**src/rtl/cv32e40p_vseq_pkg.sv**
```systemverilog
`default_nettype none
// ============================================================================
// Module      : cv32e40p_vseq_pkg
// Description : Shared types and constants for the vector register / memory
//               sequencer.
// Revision    : 1.0 - initial release
// ============================================================================
package cv32e40p_vseq_pkg;

    localparam int NUM_VREG = 11;
    localparam int LANES    = 4;
    localparam int LANE_W   = 32;

    typedef enum logic [1:0] {
        ST_IDLE = 2'd0,
        ST_REQ  = 2'd1,
        ST_WAIT = 2'd2,
        ST_DONE = 2'd3
    } vseq_state_e;

    typedef struct packed {
        logic        store;
        logic [3:0]  vreg;
        logic [31:0] addr;
        logic [2:0]  lanes;
    } vseq_cmd_t;

endpackage
`default_nettype wire

```
**src/rtl/cv32e40p_vreg_mem_sequencer.sv**
```systemverilog
`default_nettype none
// ============================================================================
// Module      : cv32e40p_vreg_mem_sequencer
// Description : Splits 128-bit vector loads/stores into 32-bit OBI word
//               transactions, one outstanding at a time.
// Revision    : 1.0 - initial release
// ============================================================================
module cv32e40p_vreg_mem_sequencer #(
    parameter int NUM_VREG = cv32e40p_vseq_pkg::NUM_VREG,
    parameter int LANES    = cv32e40p_vseq_pkg::LANES
) (
    input  logic                                      clk,
    input  logic                                      rst,
    input  logic                                      cmd_valid_i,
    output logic                                      cmd_ready_o,
    input  logic                                      cmd_store_i,
    input  logic [3:0]                                cmd_vreg_i,
    input  logic [31:0]                               cmd_addr_i,
    input  logic [2:0]                                cmd_lanes_i,
    output logic                                      busy_o,
    output logic                                      done_o,
    output logic                                      err_o,
    output logic                                      vrf_we_o,
    output logic [3:0]                                vrf_waddr_o,
    output logic [LANES*cv32e40p_vseq_pkg::LANE_W-1:0] vrf_wdata_o,
    output logic [LANES-1:0]                          vrf_wmask_o,
    output logic [3:0]                                vrf_raddr_o,
    input  logic [LANES*cv32e40p_vseq_pkg::LANE_W-1:0] vrf_rdata_i,
    output logic                                      data_req_o,
    input  logic                                      data_gnt_i,
    output logic [31:0]                               data_addr_o,
    output logic                                      data_we_o,
    output logic [3:0]                                data_be_o,
    output logic [31:0]                               data_wdata_o,
    input  logic                                      data_rvalid_i,
    input  logic [31:0]                               data_rdata_i
);
    import cv32e40p_vseq_pkg::*;

    vseq_state_e                r_state;
    vseq_cmd_t                  r_cmd;
    logic                       r_err;
    logic [LANES*LANE_W-1:0]    r_buf;
    logic [1:0]                 r_cnt;

    logic                       w_illegal;
    logic                       w_last;
    logic                       w_req;
    logic                       w_vrf_wr;
    logic [LANES-1:0]           w_mask;
    logic [LANES*LANE_W-1:0]    w_buf_masked;
    logic [LANE_W-1:0]          w_lane_word;

    assign w_illegal = (int'(cmd_vreg_i) >= NUM_VREG) || (cmd_lanes_i == 3'd0) ||
                       (int'(cmd_lanes_i) > LANES) || (cmd_addr_i[1:0] != 2'b00);
    assign w_last      = ({1'b0, r_cnt} == (r_cmd.lanes - 3'd1));
    assign w_lane_word = r_buf[{r_cnt, 5'b00000} +: LANE_W];

    always_comb begin
        w_mask       = '0;
        w_buf_masked = '0;
        for (int i = 0; i < LANES; i++) begin
            w_mask[i] = (i < int'(r_cmd.lanes));
            w_buf_masked[i*LANE_W +: LANE_W] = w_mask[i] ? r_buf[i*LANE_W +: LANE_W] : '0;
        end
    end

    always_ff @(posedge clk) begin
        if (rst) begin
            r_state <= ST_IDLE;
            r_cmd   <= '0;
            r_err   <= 1'b0;
            r_buf   <= '0;
            r_cnt   <= 2'd0;
        end else begin
            case (r_state)
                ST_IDLE: begin
                    if (cmd_valid_i) begin
                        if (w_illegal) begin
                            r_err   <= 1'b1;
                            r_state <= ST_DONE;
                        end else begin
                            r_err   <= 1'b0;
                            r_cmd   <= '{store: cmd_store_i, vreg: cmd_vreg_i,
                                         addr: cmd_addr_i, lanes: cmd_lanes_i};
                            r_cnt   <= 2'd0;
                            // Loads start from a clean buffer so unloaded lanes read as zero.
                            r_buf   <= cmd_store_i ? vrf_rdata_i : '0;
                            r_state <= ST_REQ;
                        end
                    end
                end
                ST_REQ: begin
                    if (data_gnt_i) begin
                        r_state <= ST_WAIT;
                    end
                end
                ST_WAIT: begin
                    if (data_rvalid_i) begin
                        if (!r_cmd.store) begin
                            r_buf[{r_cnt, 5'b00000} +: LANE_W] <= data_rdata_i;
                        end
                        if (w_last) begin
                            r_state <= ST_DONE;
                        end else begin
                            r_cnt   <= r_cnt + 2'd1;
                            r_state <= ST_REQ;
                        end
                    end
                end
                ST_DONE: begin
                    r_state <= ST_IDLE;
                end
                default: begin
                    r_state <= ST_IDLE;
                end
            endcase
        end
    end

    assign w_req    = (r_state == ST_REQ);
    assign w_vrf_wr = (r_state == ST_DONE) && !r_err && !r_cmd.store;

    assign cmd_ready_o  = (r_state == ST_IDLE);
    assign busy_o       = (r_state != ST_IDLE);
    assign done_o       = (r_state == ST_DONE);
    assign err_o        = (r_state == ST_DONE) && r_err;

    assign vrf_raddr_o  = cmd_vreg_i;
    assign vrf_we_o     = w_vrf_wr;
    assign vrf_waddr_o  = w_vrf_wr ? r_cmd.vreg   : 4'd0;
    assign vrf_wdata_o  = w_vrf_wr ? w_buf_masked : '0;
    assign vrf_wmask_o  = w_vrf_wr ? w_mask       : '0;

    // Address arithmetic is plain 32-bit, so it wraps past 0xFFFFFFFC.
    assign data_req_o   = w_req;
    assign data_addr_o  = w_req ? (r_cmd.addr + {28'd0, r_cnt, 2'b00}) : 32'd0;
    assign data_we_o    = w_req && r_cmd.store;
    assign data_wdata_o = (w_req && r_cmd.store) ? w_lane_word : 32'd0;
    assign data_be_o    = 4'hF;

endmodule
`default_nettype wire

```
**config.mk**
```make
export PLATFORM = sky130hd
export DESIGN_NAME = cv32e40p_vreg_mem_sequencer
export DESIGN_NICKNAME = d
export VERILOG_FILES = /design/src/rtl/cv32e40p_vseq_pkg.sv /design/src/rtl/cv32e40p_vreg_mem_sequencer.sv
export SDC_FILE = /design/constraint.sdc
export NUM_CORES = 1
export LEC_CHECK = 0
export CORE_ASPECT_RATIO = 0.9
export CORE_MARGIN = 5
export CORE_UTILIZATION = 40
export DETAILED_ROUTE_END_ITERATION = 10
export PLACE_DENSITY = 0.74
export SYNTH_ARGS = -nofsm -noshare
export SYNTH_HDL_FRONTEND = slang
export SYNTH_SLANG_ARGS = --single-unit
```
**constraint.sdc**
```tcl
create_clock -name clk -period 3.3 [get_ports clk]
set_input_delay 0.825 -clock clk [delete_from_list [all_inputs] [get_ports clk]]
set_output_delay 0.825 -clock clk [all_outputs]
set_load 0.03 [all_outputs]
```
==> results.json, run 1 <==
{
  "path_delay_family": "simple AND/OR/NAND/NOR gates",
  "fmaxAchievable_mhz": 305,
  "rsz0062_at_grt": "true",
  "min_period_ps": 3270,
  "dp.final_hpwl_mm": 35.0,
  "ant_nets": 0,
  "final_cell_area_sq_mm": 0.0163,
  "slowest_delay_ps": 540,
  "cts-root-buf": "clkbuf_16",
  "final.setup_skew_ps": 18.8,
  "synth-seq-cells": 173,
  "cp-end-kind": "output port",
  "slew_headroom_pct": 49.1,
  "synthCells": 1291,
  "arrival_ps": 2450,
  "avgRoutedWirePerCell_um": 26.0,
  "start_util_pct": 40.5,
  "cts.sinks": 173,
  "synth_top_family_by_area": "compound AO/OA/AOI/OAI gates",
  "max_slew.worst_pin.slew_ps": 763,
  "hold_viol": 0,
  "status": "completed",
  "final_common_cell": "clkdlybuf4s50_1",
  "io_pins": 420,
  "grt.overflow.total": 0,
  "nFillCells": 2306,
  "crit_path_top_delay_cell": "or4_4",
  "syn_avg_cell_area_sq_um": 8.45,
  "synthMuxAreaShare_pct": 7.08,
  "die_h_um": 167,
  "clockBufferDepth": 2,
  "core-area_sq_mm": 0.0270,
  "synth-edff-count": 0,
  "die_area_sq_mm": 0.0307,
  "powerDensity_mw_per_mm2": 392,
  "synth_xor_area_share_pct": 1.20,
  "place_congestion": 0.962,
  "routed_wl_mm": 51.9,
  "final_cell_mix": "219 x clkdlybuf4s50_1, 184 x buf_4, 156 x dfxtp_1, 131 x a31oi_1, 105 x and2_1",
  "cellLeakagePower_nw": 6.11,
  "vias_per_cell": 6.59,
  "rows": 57,
  "die_w_um": 184,
  "numCtsBuffers": 17,
  "cts_tree": "yes",
  "syn_to_final_growth_pct": 49.7,
  "synth_area_sq_mm": 0.0109,
  "setup_viol": 0,
  "yosys.cell_types.count": 56,
  "utilization_pct": 60.6,
  "path_max_fanout": 6,
  "drc": 0,
  "seq_area_frac_synth_pct": 31.8,
  "async_flop_share_pct": 0,
  "path_buf_inv": 1,
  "maxCapViolCount": 0,
  "critPathLaunchType": "register",
  "path_class": "register to output port",
  "fin_crit_sh_pct": 99.2,
  "path_cells": "nand4_1, or4_4, or4_4, a21oi_2, buf_6",
  "power_mw": 6.40,
  "holdCritPathClass": "register to register",
  "antenna_found_initial": 7,
  "via_count": 13176,
  "cp.required_ps": 2470,
  "nNetsFinal": 1841,
  "place_area_sq_mm": 0.0155,
  "post_route_cells_drive_above_1_share_pct": 24.3,
  "ys.flop_type": "dfxtp_1",
  "grt_max_degree": 98,
  "htreeDepth": 4,
  "synth_compound_area_share_pct": 30.2,
  "clkTransAtPathRegs_ps": 70,
  "grt_pass1_wl_mm": 77.5,
  "ir_drop_mv": 0.364,
  "grt_usage_pct": 32.0,
  "ys_warn_count": 0,
  "insertion_delay_ps": 440,
  "synthAdderAreaFrac_pct": 1.10,
  "io_buffers": 415,
  "grt_pass1_vias": 12858,
  "dr.pass1.iters": 6,
  "drt_iter0_markers": 1642,
  "drv_slew": 0,
  "cp_common_cell": "or4_4",
  "yosys.area_share.simple_pct": 21.5
}
## stage by stage
stage                     setup slack, ps  std cells  hold slack, ps  TNS, ps
after floorplan                       136       1294             449        0
after global placement                207       1954             456        0
after detailed placement              179       1954             468        0
after CTS                            1.12       1990             478        0
after global routing                -93.4       1999             498     -519
final                                26.1       1999             476        0
## routing by layer
layer  part of all wire [%]  global-route usage, %  up-vias
li1                       -                      -     5690
met1                     39                   42.6     6322
met2                     46                   49.1     1005
met3                     12                   8.55      155
met4                    4.0                   13.2        4
met5                  0.044                      0        -
## logic make-up (layout without fill, tap and decap cells)
group | Yosys count | count (layout)
multiplexers | 37 | 37
other | 1 | 9
XOR/XNOR | 15 | 15
flip-flops | 173 | 173
AO/OA/AOI/OAI | 480 | 480
AND/OR/NAND/NOR | 392 | 392
adder cells (fa/ha/maj) | 9 | 9
buffers and inverters | 184 | 530
## repair_timing
item,in CTS,in global routing
pin swaps,6,7
resized for setup,53,39
endpoints found under the setup margin,27,18
buffers inserted,4,4
hold buffers,0,0
## sequential cells by signal, indices dropped and copies added, names as in the netlist
name	cells
r_buf	128
r_cmd	40
r_cnt	2
r_err	1
r_state	2
## worst paths after layout
| path | startpoint | slack (ps) | cells past startpoint | end |
|---|---|---|---|---|
| setup reg to reg | r_cnt[0] | 440 | 9 | r_buf[15] |
| hold / removal | r_cmd[3] | 480 | 1 | r_cmd[3] |
| hold reg to reg | r_cmd[3] | 480 | 1 | r_cmd[3] |
| setup / recovery | r_cmd[26] | 30 | 5 | data_addr_o[31] |
## report_power, final
part	total (mW)	switching, mW	leakage [nW]	internal [mW]
Clock	2.13	1.02	0.297	1.11
Combinational	1.78	1.02	4.40	0.760
Sequential	2.49	0.197	1.42	2.29
Total	6.40	2.23	6.11	4.17
## Yosys cell counts, types with 32 or more instances
master / instances / area share, %
a211oi_1: 99 / 6.8
a21oi_1: 55 / 2.5
a22oi_1: 63 / 4.3
a311oi_1: 34 / 2.7
a31oi_1: 131 / 7.5
a32oi_1: 32 / 2.6
and2_1: 107 / 6.1
and3_1: 70 / 4.0
buf_2: 41 / 1.9
clkbuf_1: 116 / 4.0
dfxtp_1: 173 / 32
mux4_2: 32 / 6.6
nand2_1: 51 / 1.8
nand3_1: 46 / 2.1
o21ai_0: 43 / 2.0
or3b_2: 32 / 2.6
## area by class of cell
class	count	area [sq um]	share of cell area, %
well taps	354	443	2.71
clock buffers	18	439	2.69
multi-input cells	937	6910	42.3
inverters	11	41.3	0.253
flip-flops and latches	173	3500	21.4
clock inverters	14	170	1.04
diodes	5	12.5	0.0766
repair buffers	487	4810	29.5
(Power assumes the default switching activity.)
==> run 2, diff against run 1 <==
--- a/config.mk
+++ b/config.mk
@@ -9,6 +9,7 @@
 export CORE_MARGIN = 5
 export CORE_UTILIZATION = 40
 export DETAILED_ROUTE_END_ITERATION = 10
+export HOLD_SLACK_MARGIN = 0.12
 export PLACE_DENSITY = 0.74
 export SYNTH_ARGS = -nofsm -noshare
 export SYNTH_HDL_FRONTEND = slang
==> results of run 2 <==
Final layout, timing and power as in run 1 (identical DEF).
==> run 3, diff against run 2 <==
--- a/config.mk
+++ b/config.mk
@@ -8,9 +8,10 @@
 export CORE_ASPECT_RATIO = 0.9
 export CORE_MARGIN = 5
 export CORE_UTILIZATION = 40
+export CTS_CLUSTER_DIAMETER = 120
 export DETAILED_ROUTE_END_ITERATION = 10
 export HOLD_SLACK_MARGIN = 0.12
-export PLACE_DENSITY = 0.74
+export PLACE_DENSITY = 0.7
 export SYNTH_ARGS = -nofsm -noshare
 export SYNTH_HDL_FRONTEND = slang
 export SYNTH_SLANG_ARGS = --single-unit
==> results.json, run 3 (same netlist as run 1, synthesis figures left out) <==
{
  "arrival_ps": 2460,
  "critPathLaunchType": "register",
  "cts-root-buf": "clkbuf_16",
  "rows": 57,
  "final.setup_skew_ps": 19.6,
  "power_mw": 6.33,
  "place_congestion": 0.915,
  "path_max_fanout": 7,
  "grt_max_degree": 86,
  "rsz0062_at_grt": "true",
  "ant_nets": 0,
  "drv_slew": 0,
  "hold_viol": 0,
  "dr.pass1.iters": 6,
  "die_area_sq_mm": 0.0307,
  "path_class": "register to output port",
  "avgRoutedWirePerCell_um": 25.7,
  "io_buffers": 415,
  "final_cell_mix": "222 x clkdlybuf4s50_1, 192 x buf_4, 157 x dfxtp_1, 131 x a31oi_1, 106 x and2_1",
  "min_period_ps": 3280,
  "fmaxAchievable_mhz": 305,
  "clockBufferDepth": 2,
  "fin_crit_sh_pct": 99.5,
  "hold_buffers": 0,
  "holdCritPathClass": "register to register",
  "start_util_pct": 40.5,
  "via_count": 13014,
  "io_pins": 420,
  "powerDensity_mw_per_mm2": 391,
  "hold_ws_ps": 472,
  "antenna_found_initial": 8,
  "grt_pass1_vias": 12910,
  "drc": 0,
  "grt.overflow.total": 0,
  "die_w_um": 184,
  "place_area_sq_mm": 0.0153,
  "cts_tree": "yes",
  "utilization_pct": 60.1,
  "dp.final_hpwl_mm": 34.7,
  "numCtsBuffers": 17,
  "htreeDepth": 4,
  "max_slew.worst_pin.slew_ps": 943,
  "nNetsFinal": 1839,
  "ir_drop_mv": 0.385,
  "status": "completed",
  "cp-end-kind": "output port",
  "largest_reg_flops": 128,
  "cellLeakagePower_nw": 6.27,
  "cts.sinks": 173,
  "largest_registers": "r_buf x128, r_cmd x40",
  "cp.required_ps": 2470,
  "final_cell_area_sq_mm": 0.0162,
  "insertion_delay_ps": 440,
  "grt_pass1_wl_mm": 77.3,
  "post_route_cells_drive_above_1_share_pct": 23.5,
  "setup_viol": 0,
  "top_register": "r_buf",
  "grt_usage_pct": 31.6,
  "drt_iter0_markers": 1461,
  "clkTransAtPathRegs_ps": 80,
  "die_h_um": 167,
  "core-area_sq_mm": 0.0270,
  "slew_headroom_pct": 37.1,
  "syn_to_final_growth_pct": 48.6,
  "vias_per_cell": 6.51,
  "routed_wl_mm": 51.4,
  "final_common_cell": "clkdlybuf4s50_1",
  "maxCapViolCount": 0
}
## run 3: cell count changes in the layout (fill, tap and decap cells not counted), sizes merged, moves of 3 or more
cell           delta
diode             +3
clkdlybuf4s50     +3
dlygate4sd2      -16
buf               -7
dlymetal6s2s     +16
## run 3: through the flow
step                TNS, ps  worst slack (ps)  std cells
floorplan                 0               136       1294
global placement          0               102       1950
detailed placement        0               102       1950
CTS                   -91.9             -52.5       1988
global route          -91.6             -64.9       1998
finish                    0              18.0       1999
## run 3: timing repair
item                       in CTS  in global routing
setup endpoints to repair      45                 35
pin swaps                       5                  9
buffers inserted                6                  3
gates cloned                    1                  0
resized for setup              55                 40
## run 3: critical path, cell delays in order, from the launching register on
cell and delay, ps:
dfxtp_2 390, nand4_1 180, or4_4 560, or4_4 550
a21oi_4 190, buf_6 150
## run 3: final timing paths
check                    endpoint  slack [ps]  startpoint  cells after the start
hold / removal          r_cmd[37]         470   r_cmd[37]                      2
setup reg to reg         r_buf[3]         510    r_cnt[1]                      8
setup / recovery  data_addr_o[31]          20   r_cmd[14]                      5
hold reg to reg         r_cmd[37]         470   r_cmd[37]                      2
## run 3: final cells by class
cell class | instances | area [sq um]
fill | 2399 | 10700
clock buffer | 17 | 425
clock inverter | 14 | 169
sequential | 173 | 3500
antenna | 8 | 20.0
multi-input combinational | 937 | 6910
tap | 354 | 443
timing repair buffer | 485 | 4710
inverter | 11 | 41.3
## run 3: power breakdown
group	internal [mW]	switching, mW	leakage (nW)
registers	2.29	0.206	1.42
logic	0.729	1.01	4.56
clock network	1.09	1.01	0.293
## run 3: per-layer routing
layer	share of wire, %	track usage [%]
met3	10	7.68
met1	40	42.2
met2	46	49.5
met5	0.025	0
met4	3.4	12.5
==> patch: new RTL, config.mk and constraints of run 2 <==
The 4 states of `vseq_state_e` get a one-hot encoding in 4 bits.
--- a/src/rtl/cv32e40p_vseq_pkg.sv
+++ b/src/rtl/cv32e40p_vseq_pkg.sv
@@ -11,11 +11,11 @@
     localparam int LANES    = 4;
     localparam int LANE_W   = 32;
 
-    typedef enum logic [1:0] {
-        ST_IDLE = 2'd0,
-        ST_REQ  = 2'd1,
-        ST_WAIT = 2'd2,
-        ST_DONE = 2'd3
+    typedef enum logic [3:0] {
+        ST_IDLE = 4'b0001,
+        ST_REQ  = 4'b0010,
+        ST_WAIT = 4'b0100,
+        ST_DONE = 4'b1000
     } vseq_state_e;
 
     typedef struct packed {
Function: same outputs for any inputs over 4 cycles, from zero or initial values and one cycle with rst high; so few cycles prove little.
==> patch against run 2 <==
First-iteration DRC count down 49%. Register-to-register slack worse by 0.17 ns. Setup slack better by 0.043 ns. Wire length down 14%. Core utilization down 0.88 points. Sequential cell count up 2. Final area down 4.7%. Critical path depth unchanged. Area after synthesis down 2.9%. Largest cell class unchanged.
Power is not compared: it rests on default switching activity, and its combinational part moved more than twofold at a synthesized area within 25%.
==> patch: results (changes against run 2) <==
| Metric | Value |
|---|---|
| Largest net degree at the start of global routing | `97 (-1.0%)` |
| Grt met2 use | `0.4780 (-0.01312)` |
| Clock skew | `0.01565 ns (-0.003136 ns)` |
| FF/Latch Area | `3513 µm² (+0.47%)` |
| Tap cells | `348 (-1.7%)` |
| Ant. Diodes | `1 (-4)` |
| Total clock sinks | `175 (+1.2%)` |
| Metal-1 WL | `17630 µm (-12%)` |
| Top Registers | `r_buf (128), r_cmd (40), r_state (4)` |
| Synth area leaders | `dfxtp_1, a211oi_2, a22oi_1, mux4_2, and2_1` |
| Fill cells | `2336 (+1.3%)` |
| Slew at the pin closest to its max-slew limit | `1.072 ns (+0.3090 ns)` |
| Inverters | `13 (+2)` |
| Initial antenna violation count | `3 (-4)` |
| Clock network area share | `0.03965 (+0.002328)` |
| Global Route met1 Usage | `0.3586 (-0.06700)` |
| DR WL met3 | `4211 µm (-31%)` |
| Critical Path Fanout Max | `20 (+14)` |
| Plain + repair buffers | `471 (-3.3%)` |
| Area grow syn2layout | `46.97%` |
| Status | `finished clean` |
| DP Wirelength | `31560 µm (-9.8%)` |
| Vias in the first global route | `11540 (-10%)` |
| Seq/Total Area, Yosys | `0.3309 (+0.01335)` |
| Nets@finish | `1783 (-3.2%)` |
| CP arrival | `2.41 ns (-0.04 ns)` |
| Vias per cell | `5.864 (-11%)` |
| Drt initial violations | `839 (-49%)` |
| Layout cells sized above 1 | `0.2611 (+0.01838)` |
| Critical Path Max Stage Delay | `0.70 ns (+0.16 ns)` |
| Multi-input gates | `891 (-4.9%)` |
| TritonRoute pass-1 iters | `5 (-1)` |
| CP max stage cell | `clkdlybuf4s50_1` |
| Area occupied by multi-input gates | `6515 µm² (-5.8%)` |
| WL per Instance | `23.17 µm (-11%)` |
| Number of library cell types mapped by synthesis | `50 (-11%)` |
| Placer Congestion | `0.8901 (-7.4%)` |
| Met2 Routed Length | `21250 µm (-10%)` |
| Placed Area | `14720 µm² (-4.9%)` |
| Post-synth top cells | `dfxtp_1, nor2_1, and2_1` |
patch: cell types whose count changed in the layout (fill, tap and decap cells not counted), sizes merged, moves of 8 or more:
cell / before / now
a211oi: 99 / 132
nand3: 46 / 7
a22oi: 63 / 96
a31oi: 131 / 0
o21ai: 44 / 5
clkbuf: 19 / 29
nor2: 21 / 164
xnor2: 9 / 20
or3b: 32 / 1
nand2: 51 / 94
nand2b: 10 / 2
buf: 235 / 219
a311oi: 34 / 0
patch: final timing paths:
kind / from / end / slack [ns] / cells past startpoint
hold / removal: r_cmd[35] / r_cmd[35] / 0.45 / 2
setup reg to reg: r_cnt[0] / r_buf[86] / 0.27 / 8
hold reg to reg: r_cmd[35] / r_cmd[35] / 0.45 / 2
setup / recovery: r_state[0] / vrf_we_o / 0.07 / 5
patch: kinds of logic (layout without fill, tap and decap cells):
kind of cell,count (synthesis),in the layout,share of synthesized area
multiplexers,33,33,0.06914
buffers and inverters,144,516,0.06512
AND/OR/NAND/NOR,493,493,0.2328
other,1,5,0.0003542
flip-flops,175,175,0.3309
AO/OA/AOI/OAI,324,324,0.2671
adder cells (fa/ha/maj),9,9,0.01135
XOR/XNOR,28,28,0.02317
patch: timing repair:
item,in CTS,in global routing
setup buffers,7,5
pin swaps,3,0
setup endpoints to repair,145,138
resized for setup,54,50
gates cloned,1,2
patch: stage by stage:
step / instances / worst slack, ns
floorplan: 1210 / 0.06440
global placement: 1884 / 0.2633
detailed placement: 1884 / 0.2209
CTS: 1924 / 0.005178
global route: 1931 / -0.01938
finish: 1931 / 0.06930
patch: worst max-delay path, delay by kind of cell, from the launching register on:
family        cells  cell delay, ns
simple gates      2            0.55
flops             1            0.38
buf+inv           3            1.04
